## src/rtl/secure_mem_access_ctrl.sv

```systemverilog
// secure_mem_access_ctrl
// Key-gated access controller with a RAM region and a one-time-programmable
// ROM region. Each accepted request is checked against RAM_KEY / ROM_KEY,
// performed, and answered with a one-cycle response strobe. MAX_FAIL
// consecutive bad keys lock out all requests for LOCK_CYCLES cycles.
//
// Ports:
//   clk        rising-edge clock
//   rst        asynchronous active-low reset
//   req_*      single-beat request (valid/ready handshake, write, key, addr, wdata)
//   rsp_valid  one-cycle response strobe
//   rsp_rdata  read data, 0 for writes and errors; held until the next response
//   rsp_err    00 OK, 01 bad key, 10 ROM byte already programmed
//   locked     lockout active
//   fail_cnt   consecutive bad-key count (saturates at MAX_FAIL)
//
// Optional feature (macro ACCESS_AUDIT_EN):
//   audit_fail_total  saturating count of every bad-key attempt since reset.

module secure_mem_access_ctrl #(
    parameter int unsigned AW          = 4,
    parameter logic [7:0]  RAM_KEY     = 8'hBF,
    parameter logic [7:0]  ROM_KEY     = 8'h3E,
    parameter int unsigned MAX_FAIL    = 3,
    parameter int unsigned LOCK_CYCLES = 16
) (
    input  logic          clk,
    input  logic          rst,
    input  logic          req_valid,
    output logic          req_ready,
    input  logic          req_write,
    input  logic [7:0]    req_key,
    input  logic [AW-1:0] req_addr,
    input  logic [7:0]    req_wdata,
    output logic          rsp_valid,
    output logic [7:0]    rsp_rdata,
    output logic [1:0]    rsp_err,
    output logic          locked,
    output logic [1:0]    fail_cnt
`ifdef ACCESS_AUDIT_EN
    ,
    output logic [7:0]    audit_fail_total
`endif
);

    localparam int unsigned     Depth    = 2 ** AW;
    localparam int unsigned     CntW     = (LOCK_CYCLES > 1) ? $clog2(LOCK_CYCLES) : 1;
    localparam logic [1:0]      MaxFail  = 2'(MAX_FAIL);
    localparam logic [CntW-1:0] LockLoad = CntW'(LOCK_CYCLES - 1);

    typedef enum logic [1:0] {StIdle, StCheck, StResp, StLockout} state_e;

    state_e          state_q, state_d;
    logic            wr_q, wr_d;
    logic [7:0]      key_q, key_d;
    logic [AW-1:0]   addr_q, addr_d;
    logic [7:0]      wdata_q, wdata_d;
    logic [7:0]      rdata_q, rdata_d;
    logic [1:0]      err_q, err_d;
    logic [1:0]      fail_q, fail_d;
    logic [CntW-1:0] lock_cnt_q, lock_cnt_d;
    logic [7:0]      ram_q [Depth];
    logic [7:0]      ram_d [Depth];
    logic [7:0]      rom_q [Depth];
    logic [7:0]      rom_d [Depth];
    logic [Depth-1:0] prog_q, prog_d;
`ifdef ACCESS_AUDIT_EN
    logic [7:0]      audit_q, audit_d;
`endif

    always_comb begin
        state_d    = state_q;
        wr_d       = wr_q;
        key_d      = key_q;
        addr_d     = addr_q;
        wdata_d    = wdata_q;
        rdata_d    = rdata_q;
        err_d      = err_q;
        fail_d     = fail_q;
        lock_cnt_d = lock_cnt_q;
        ram_d      = ram_q;
        rom_d      = rom_q;
        prog_d     = prog_q;
`ifdef ACCESS_AUDIT_EN
        audit_d    = audit_q;
`endif
        unique case (state_q)
            StIdle: begin
                if (req_valid) begin
                    wr_d    = req_write;
                    key_d   = req_key;
                    addr_d  = req_addr;
                    wdata_d = req_wdata;
                    state_d = StCheck;
                end
            end
            StCheck: begin
                rdata_d = 8'h00;
                err_d   = 2'b00;
                state_d = StResp;
                if (key_q == RAM_KEY) begin
                    fail_d = 2'd0;
                    if (wr_q) ram_d[addr_q] = wdata_q;
                    else      rdata_d = ram_q[addr_q];
                end else if (key_q == ROM_KEY) begin
                    // A rejected re-program still proves the key, so it clears fail_cnt.
                    fail_d = 2'd0;
                    if (wr_q) begin
                        if (prog_q[addr_q]) begin
                            err_d = 2'b10;
                        end else begin
                            rom_d[addr_q]  = wdata_q;
                            prog_d[addr_q] = 1'b1;
                        end
                    end else begin
                        rdata_d = rom_q[addr_q];
                    end
                end else begin
                    err_d = 2'b01;
                    if (fail_q != MaxFail) fail_d = fail_q + 2'd1;
`ifdef ACCESS_AUDIT_EN
                    if (audit_q != 8'hFF) audit_d = audit_q + 8'd1;
`endif
                end
            end
            StResp: begin
                if (fail_q == MaxFail) begin
                    state_d    = StLockout;
                    lock_cnt_d = LockLoad;
                end else begin
                    state_d = StIdle;
                end
            end
            StLockout: begin
                if (lock_cnt_q == '0) begin
                    state_d = StIdle;
                    fail_d  = 2'd0;
                end else begin
                    lock_cnt_d = lock_cnt_q - CntW'(1);
                end
            end
            default: state_d = StIdle;
        endcase
    end

    always_ff @(posedge clk or negedge rst) begin
        if (!rst) begin
            state_q    <= StIdle;
            wr_q       <= 1'b0;
            key_q      <= 8'h00;
            addr_q     <= '0;
            wdata_q    <= 8'h00;
            rdata_q    <= 8'h00;
            err_q      <= 2'b00;
            fail_q     <= 2'd0;
            lock_cnt_q <= '0;
            prog_q     <= '0;
            for (int unsigned i = 0; i < Depth; i++) begin
                ram_q[i] <= 8'h00;
                rom_q[i] <= 8'h00;
            end
`ifdef ACCESS_AUDIT_EN
            audit_q    <= 8'h00;
`endif
        end else begin
            state_q    <= state_d;
            wr_q       <= wr_d;
            key_q      <= key_d;
            addr_q     <= addr_d;
            wdata_q    <= wdata_d;
            rdata_q    <= rdata_d;
            err_q      <= err_d;
            fail_q     <= fail_d;
            lock_cnt_q <= lock_cnt_d;
            prog_q     <= prog_d;
            ram_q      <= ram_d;
            rom_q      <= rom_d;
`ifdef ACCESS_AUDIT_EN
            audit_q    <= audit_d;
`endif
        end
    end

    assign req_ready = (state_q == StIdle);
    assign rsp_valid = (state_q == StResp);
    assign locked    = (state_q == StLockout);
    assign rsp_rdata = rdata_q;
    assign rsp_err   = err_q;
    assign fail_cnt  = fail_q;
`ifdef ACCESS_AUDIT_EN
    assign audit_fail_total = audit_q;
`endif

endmodule

```

## config.mk

```make
export PLATFORM = sky130hd
export DESIGN_NAME = secure_mem_access_ctrl
export DESIGN_NICKNAME = d
export VERILOG_FILES = /design/src/rtl/secure_mem_access_ctrl.sv
export SDC_FILE = /design/constraint.sdc
export NUM_CORES = 1
export LEC_CHECK = 0
export BUFFER_PORTS_ARGS = -buffer_cell sky130_fd_sc_hd__buf_2
export CAP_MARGIN = 10
export CELL_PAD_IN_SITES_DETAIL_PLACEMENT = 0
export CELL_PAD_IN_SITES_GLOBAL_PLACEMENT = 2
export CORE_MARGIN = 4
export CORE_UTILIZATION = 41
export DETAILED_ROUTE_END_ITERATION = 16
export MAX_ROUTING_LAYER = met4
export PLACE_DENSITY = 0.71
export SYNTH_ARGS = -nofsm -noshare
export SYNTH_HDL_FRONTEND = slang
export SYNTH_SLANG_ARGS = --single-unit
```

## constraint.sdc

```tcl
create_clock -name clk -period 2.29 [get_ports clk]
set_input_delay 0.3435 -clock clk [delete_from_list [all_inputs] [get_ports clk]]
set_output_delay 0.3435 -clock clk [all_outputs]
set_load 0.02 [all_outputs]
```

Word level (Yosys, flattened, before mapping)

Cells that the tools add are included.

Bits of input ports: 24
Word-level logic and storage cells: 109
Register bits: 311

Muxes and demuxes: 33
Equality and inequality tests: 12
Bitwise operators: 4
Order comparisons: 4
Add/subtract/negate cells: 2
Reduce and logical (&&, ||, !) cells: 12

Operator list:

| kind                                                                         | count |
|---|---|
| 128-bit bitwise mux                                                          | 2 |
| 8-bit two-way mux                                                            | 9 |
| 8-bit binary-select mux with 4-bit select                                    | 2 |
| 8-bit demux with 4-bit select                                                | 1 |
| 2-bit two-way mux                                                            | 10 |
| 16-bit OR                                                                    | 1 |
| 3-bit AND reduction                                                          | 3 |
| 8-bit by 6-bit == test with 1-bit output, second input constant              | 1 |
| 8-bit == test, second input constant                                         | 1 |
| 4-bit two-way mux                                                            | 2 |
| 2-bit one-hot mux with 4 select lines                                        | 1 |
| 4-bit one-hot mux with 2 select lines                                        | 1 |
| 2-bit == test, second input constant                                         | 3 |
| 2-bit != test, second input constant                                         | 3 |
| 5-bit >= comparator, second input constant                                   | 1 |
| 4-bit by 5-bit less-than comparator with 1-bit output, second input constant | 1 |
| 5-bit by 1-bit less-than comparator with 1-bit output, second input constant | 1 |
| 4-bit NOT with 5-bit output                                                  | 1 |
| 5-bit AND reduction                                                          | 1 |
| 1-bit binary-select mux with 4-bit select                                    | 1 |
| 1-bit demux with 4-bit select                                                | 1 |
| 4-bit by 1-bit >= comparator with 1-bit output, second input constant        | 1 |
| 4-bit logical NOT                                                            | 1 |
| 2-bit by 1-bit != test with 1-bit output, second input constant              | 2 |
| 11 further kinds                                                             | 16 |

Depth between registers and ports, before layout

Gate-level depths: netlist of run 1.

Word-level depth: 7
Gate-level depth with buffers: 8
Gate-level depth less buffers: 6

Worst setup path before layout of run 1

No wires, ideal clock.

Path kind: register -> register
From: reg addr_q[3]
To: reg rom_q[0] (netlist name)
Cell stages (with the launch flop): 7
Clock period less this slack: 2.321 ns
Path slack: -0.031 ns
Data arrival time: 2.196 ns
Buffers on the path: 1
Cells stage by stage: dfrtp_1 buf_1 mux4_2 mux2_2 nor3b_2 nand3_2 mux2_2

Longest elaborated chain between the ends: 6
Elaborated cells on any way between the ends: 11

Ends and longest elaborated chain:

| what                                                                                                                      | RTL line | source |
|---|---|---|
| start: declaration                                                                                                        | 56       | `logic [AW-1:0] addr_q, addr_d;` |
| start signal: assignment                                                                                                  | 169      | `addr_q <= addr_d;` |
| 4-bit NOT with 5-bit output (not written as such)                                                                         | 112      | `rom_d[addr_q] = wdata_q;` |
| 5-bit >= comparator (not written as such) / 5-bit by 1-bit less-than comparator with 1-bit output (equally long branches) | 112      |  |
| 1-bit logical AND (not written as such)                                                                                   | 112      |  |
| 8-bit two-way mux (not written as such)                                                                                   | 112      |  |
| 8-bit demux with 4-bit select                                                                                             | 112      |  |
| 128-bit bitwise mux                                                                                                       | 112      |  |
| end signal: assignment                                                                                                    | 177      | `rom_q <= rom_d;` |
| end: declaration                                                                                                          | 64       | `logic [7:0] rom_q [Depth];` |

Several ways; a longest one is shown, not always the timed one. The select of a mux whose other input is x is not followed.
A chain may end at the register's enable or synchronous reset.

Worst setup path after layout of run 1

From: reg addr_q[1]
To: reg rdata_q[1], in the netlist rsp_rdata[1]

Longest elaborated chain between the ends: 7
Elaborated cells on any way between the ends: 11

Ends and longest elaborated chain:

| what                                                 | RTL line | source |
|---|---|---|
| 4-bit NOT with 5-bit output (not written as such) *  | 104, 116 |  |
| 8-bit binary-select mux with 4-bit select            | 116      | `rdata_d = rom_q[addr_q];` |
| 8-bit two-way mux (not written as such) (2 in a row) | 116      |  |
| 8-bit two-way mux                                    | 108      | `if (wr_q) begin` |
| 8-bit two-way mux                                    | 105      | `end else if (key_q == ROM_KEY) begin` |
| 8-bit two-way mux *                                  | 101      | `if (key_q == RAM_KEY) begin` |
| end signal: assignment                               | 171      | `rdata_q <= rdata_d;` |
| end: declaration                                     | 58       | `logic [7:0] rdata_q, rdata_d;` |

Mark *: on every way between the ends. The rest lies on a longest branch, timed or not. The select of a mux whose other input is x is not followed.

==> results of run 1 <==
-- cell type report --
type / instances / area, sq um / share of cell area [%]
Inverter: 11 / 41.29 / 0.2413
Clock buffer: 54 / 1080 / 6.309
Sequential cell: 311 / 7791 / 45.53
Multi-Input combinational cell: 580 / 6201 / 36.23
Timing Repair Buffer: 151 / 1378 / 8.049
Clock inverter: 6 / 62.56 / 0.3656
Tap cell: 448 / 560.5 / 3.275
-- logic make-up (layout without fill, tap and decap cells) --
family                     count (synthesis)  in the layout  share of synthesized area [%]
buffers and inverters                     72            222                          1.989
AOI/OAI and AO/OA                         67             67                          3.381
and+or+nand+nor                          136            139                          5.370
DFF                                      311            311                          55.49
xor gates and xnor gates                   1              1                        0.06246
adders and majority gates                  2              2                         0.1784
muxes                                    371            371                          33.53
-- layout by cell type (no fill, tap or decap), types with 13 or more instances in the layout --
cell       count
dfrtp_1      308
mux2_2       276
buf_4         78
mux4_2        51
clkbuf_16     38
mux2i_1       37
buf_2         37
nand2_1       35
nand2b_1      29
buf_12        17
buf_6         13
-- worst register-to-register path, stage by stage (launching register included) --
cell      delay [ps]
dfrtp_4          480
buf_4            260
buf_12           230
mux2i_1          280
o22ai_1          190
a211oi_2         380
buf_4            170
a21oi_1           60
a22o_1           190
-- path summary, 6_finish.rpt --
kind | start | end | slack [ps]
setup reg to reg | addr_q[1] | rsp_rdata[1] | -70
hold / removal | req_wdata[7] | wdata_q[7] | 60
max in group asynchronous | rst | prog_q[7] | 1250
setup / recovery | addr_q[1] | rsp_rdata[1] | -70
min in group asynchronous | rst | rom_q[123] | 320
hold reg to reg | prog_q[9] | prog_q[9] | 460
-- through the flow --
stage | std cells | hold WS (ps) | utilization (%) | cell area [sq um]
2_1_floorplan | 960 | 47.91 | - | 14050
3_3_place_gp | 1490 | 282.1 | 46.32 | 15570
3_5_place_dp | 1490 | 280.8 | 46.32 | 15570
4_1_cts | 1555 | 37.77 | 50.19 | 16870
5_1_grt | 1561 | 42.35 | 50.91 | 17110
6_report | 1561 | 59.41 | 50.91 | 17110
-- power by group --
| part | internal (mW) | total, mW | switching (mW) |
|---|---|---|---|
| combinational | 1.69 | 4.50 | 2.81 |
| clock | 3.36 | 5.57 | 2.21 |
| sequential | 5.82 | 6.14 | 0.313 |
-- sequential cells by signal, summed over array words and instances (netlist names), 2 cells and up --
register	count
prog_q	16
rsp_rdata	8
rom_q	128
key_q	8
wdata_q	8
rsp_err	2
addr_q	4
ram_q	128
lock_cnt_q	4
state_q	2
fail_cnt	2
-- routing by layer --
metal,vias to the layer above,GRT usage (%)
li1,3817,-
met1,4563,29.47
met2,129,28.67
met3,38,2.737
met4,0,3.840
met5,-,-
-- timing repair --
item                                    in CTS  in global routing
cloned                                       2                  3
pin swaps                                    1                  5
setup buffers                                2                  3
endpoints found under the setup margin     131                143
endpoints found under the hold margin       38                  0
resized for setup                           22                 37
hold buffers                                 1                  0
==> flow_summary_export.csv, run 1 <==
group,metric,value,unit
timing,fmax,424.1,MHz
die,start_util,41.72,%
timing,setup_viol,99,
drt,finalWirelength,34890,um
synth,synth_top_area_share,55.49,%
power_and_ir_drop,vdd_drop_max,719.1,uV
timing,rsz0062_at_grt,"yes",
global_route,antenna_found_initial,0,
hold_path,hold_depth,2,
timing,final_hold_viol_count,0,
run,maxCapViolCount,0,
synth,yosys-top-cells-count,"dfrtp_1, mux2_2, mux4_2",
timing,maxSlewViolCount,0,
die,coreArea,33620,sq um
outcome,status,"finished, violations left",
timing,fin_ws,-67.91,ps
clock_network,clock_sinks,311,
synth,ys_ff_latch,311,
clock_network,cts_root_buffer,"clkbuf_16",
drt,wl_met1,17480,um
placement,preCtsSetupSlack,-117.3,ps
drt,antenna_left,0,
timing,tightestPinTransition,947.8,ps
critical_path,cpPeakStageDelay,480,ps
critical_path,cp_slowest_cell,"dfrtp_4",
synth,yosys.area.top_type,"dfrtp_1",
timing,fin_crit_sh,103.0,%
drt,drt-initial-drc-count,374,
critical_path,crit_family,"compound AO/OA/AOI/OAI gates",
critical_path,cp_common_cell,"buf_4",
drt,drc,0,
synth,synth_edf_count,0,
global_route,grt_max_degree,61,
placement,port_buffers,38,
synth,syn_inst,960,
drt,wl_met3,1185,um
synth,avgSynthCellArea,14.61,sq um
die,die_w,193.0,um
die,num_io_pins,39,
global_route,grt.overflow.total,0,
die,die_y,193.0,um
critical_path,crit_chain,"buf_4 > buf_12 > mux2i_1 > o22ai_1 > a211oi_2 > buf_4 > a21oi_1 > a22o_1",
critical_path,worst-path-buf-inv,3,
critical_path,worstSetupPathType,"reg -> reg",
timing,slew_headroom,36.81,%
power_and_ir_drop,total_power,16.20,mW
synth,syn_nets,986,
cells_and_area,fill_cells,2874,
clock_network,clock_latency,510,ps
drt,vias_per_cell,5.475,
critical_path,path_depth,8,
synth,synth.distinct_cells,49,
cells_and_area,final_layout_size_suffix_gt1_share,51.21,%
synth,yosys-top-cells-area,"dfrtp_1, mux2_2, mux4_2",
global_route,grt_pass1_vias,8778,
drt,wl_met2,15690,um
hold_path,hold_path.class,"in -> reg",
synth,async_reset_ff_share,100.0,%
global_route,grt_pass1_wl,54360,um
critical_path,r2r_cells,8,
die,rows,67,
clock_network,cts_max_path_buffers,3,
synth,synth_seq_area_share,55.49,%
drt,vias,8547,
cells_and_area,area_growth,22.02,%
cells_and_area,n_antenna_cell,0,
power_and_ir_drop,p_per_area,946.8,nW/um^2
drt,drt-wirelength-per-cell,22.35,um
timing,setup-tns-final,-1774,ps
clock_network,numCtsBuffers,36,
synth,synth_ff_type,"dfrtp_1",
drt,drt-pass1-iter-count,4,
outcome,violations,"negative setup slack",
timing,period_minus_slack,2358,ps
critical_path,worst_setup_path_start_kind,"register",
global_route,grt_usage,19.54,%
placement,dpl.hpwl,22570,um
die,die-area,37230,sq um
cells_and_area,nNetsFinal,1117,
timing,fin_skew,16.50,ps
synth,synth_area,14030,sq um
synth,yosysWarningCount,0,
critical_path,cp-end-kind,"register",
placement,globalplace.congestion,0.8003,
drt,routed.top_layer,"met4",
clock_network,tritoncts,"done",
critical_path,required,2690,ps
clock_network,cts.htree.levels,2,
clock_network,clkTransAtPathRegs,60,ps
critical_path,cp.arrival,2760,ps
critical_path,cp_max_fo,18,
synth,synth_most_common_cell,"dfrtp_1",
power_and_ir_drop,p_leak,8.380,nW
Power figures use the tool's default switching activity.
==> run 2, diff against run 1 <==
- PLACE_DENSITY: 0.71 -> unset
- PLACE_DENSITY_LB_ADDON: unset -> 0.1
==> run 2 against run 1 <==
Effect of this change: the flow now finishes without violations; routed wire length up 4.4%; first-iteration DRC count up 12%; worst setup slack improved by 96 ps; die area is the same; hold slack got worse by 8.6 ps; sequential cell count unchanged; critical path type unchanged; largest power group unchanged.
==> flow_summary_export.csv, run 2 (synthesis results as in run 1) <==
group,metric,value,unit
timing,maxSlewViolCount,0,
critical_path,r2r_cells,6,
drt,finalWirelength,36410,um
global_route,met1_usage,29.14,%
power_and_ir_drop,vdd_drop_max,772.6,uV
timing,fin_skew,10.85,ps
run,maxCapViolCount,0,
critical_path,crit_family,"multiplexers",
cells_and_area,nNetsFinal,1105,
cells_and_area,final_layout_size_suffix_gt1_share,49.68,%
drt,drt-pass1-iter-count,5,
global_route,antenna_found_initial,0,
cells_and_area,mostFrequentLayoutCell,"dfrtp_1",
die,die-area,37230,sq um
critical_path,required,2690,ps
critical_path,worst_setup_path_start_kind,"register",
cells_and_area,area_growth,20.19,%
drt,antenna_left,0,
cells_and_area,fill_cells,2921,
global_route,grt_pass1_wl,56020,um
hold_path,hold_depth,2,
die,die_w,193.0,um
critical_path,crit_chain,"mux4_2 > mux2_4 > nor3b_2 > buf_6 > nand2_4 > mux2_2",
drt,vias,8507,
clock_network,clock_latency,520,ps
drt,drc,0,
critical_path,path_depth,6,
die,start_util,41.72,%
clock_network,tritoncts,"done",
global_route,grt_max_degree,67,
critical_path,cp_max_fo,9,
critical_path,cp-end-kind,"register",
drt,drt-wirelength-per-cell,23.45,um
clock_network,numCtsBuffers,37,
die,coreArea,33620,sq um
timing,period_minus_slack,2262,ps
die,num_io_pins,39,
placement,port_buffers,38,
die,die_y,193.0,um
timing,final_hold_viol_count,0,
global_route,grt_usage,20.54,%
clock_network,cts.htree.levels,2,
placement,globalplace.congestion,0.8107,
critical_path,worstSetupPathType,"reg -> reg",
timing,whs,50.80,ps
cells_and_area,n_antenna_cell,0,
clock_network,cts_root_buffer,"clkbuf_16",
critical_path,cpPeakStageDelay,520,ps
global_route,grt.overflow.total,0,
cells_and_area,top_regs,"ram_q (128), rom_q (128), prog_q (16)",
timing,fmax,442.1,MHz
critical_path,cp_slowest_cell,"mux4_2",
clock_network,clkTransAtPathRegs,60,ps
outcome,status,"completed",
cells_and_area,mostFrequentLayoutCells,"dfrtp_1, mux2_2, buf_4, mux4_2, nand2_1",
drt,drt-initial-drc-count,419,
timing,slew_headroom,45.47,%
timing,setup_viol,0,
power_and_ir_drop,total_power,16.29,mW
clock_network,cts_max_path_buffers,3,
power_and_ir_drop,p_leak,8.288,nW
global_route,grt_pass1_vias,9107,
power_and_ir_drop,p_per_area,966.6,nW/um^2
timing,tightestPinTransition,818.0,ps
hold_path,hold_path.class,"in -> reg",
global_route,met2_usage,31.41,%
clock_network,clock_sinks,311,
critical_path,cp.arrival,2660,ps
critical_path,worst-path-buf-inv,1,
drt,vias_per_cell,5.478,
die,rows,67,
global_route,use_met3,3.817,%
timing,fin_crit_sh,98.77,%
placement,dpl.hpwl,24520,um
timing,rsz0062_at_grt,"yes",
global_route,grt_busiest_layer,"met2",
-- run 2: cell count changes in the layout (fill, tap and decap cells not counted), sizes merged --
cell,before,now
buf,149,138
clkbuf,55,56
clkinv,3,7
inv,13,12
nand2,50,49
-- run 2: final timing paths --
path,slack [ps],endpoint,start
setup / recovery,30,rom_q[16],addr_q[1]
min in group asynchronous,390,rom_q[57],rst
hold reg to reg,470,prog_q[12],prog_q[12]
hold / removal,50,key_q[2],req_key[2]
setup reg to reg,30,rom_q[16],addr_q[1]
max in group asynchronous,1090,ram_q[93],rst
-- run 2: power breakdown --
group	internal, mW	switching [mW]	total (mW)
Combinational	1.67	2.70	4.37
Clock	3.42	2.25	5.67
Sequential	5.82	0.430	6.25
-- run 2: what timing repair did --
action | CTS | global route
endpoints found under the setup margin | 87 | 120
hold endpoints to repair | 60 | 0
hold buffers | 1 | 0
buffers inserted | 2 | 0
gates cloned | 1 | 1
pin swaps | 1 | 2
gates resized for setup | 5 | 23
-- run 2: cell type report --
type / instances / area (sq um) / area share [%]
tap: 448 / 560.5 / 3.325
sequential: 311 / 7790 / 46.21
timing repair buffer: 139 / 1199 / 7.111
clock inverter: 9 / 73.82 / 0.4379
clock buffer: 56 / 1100 / 6.524
multi-input combinational: 579 / 6093 / 36.15
inverter: 11 / 41.29 / 0.2449
-- run 2: metrics by stage --
step           instances  util, %  worst slack [ps]  setup TNS, ps  area, sq um
6_report            1553    50.15             28.11              0        16860
5_1_grt             1553    50.15            -52.77          -1015        16860
4_1_cts             1552    49.80            -56.15          -1013        16740
3_5_place_dp        1483    46.13            -94.75          -3888        15510
3_3_place_gp        1483    46.13            -56.74          -1531        15510
2_1_floorplan        960        -            -1.800         -1.800        14050
-- run 2: routing by layer --
layer	share of wire (%)	routed length [um]
met5	0	0
met4	1.8	657
met3	4.9	1768
met2	45	16460
met1	48	17530
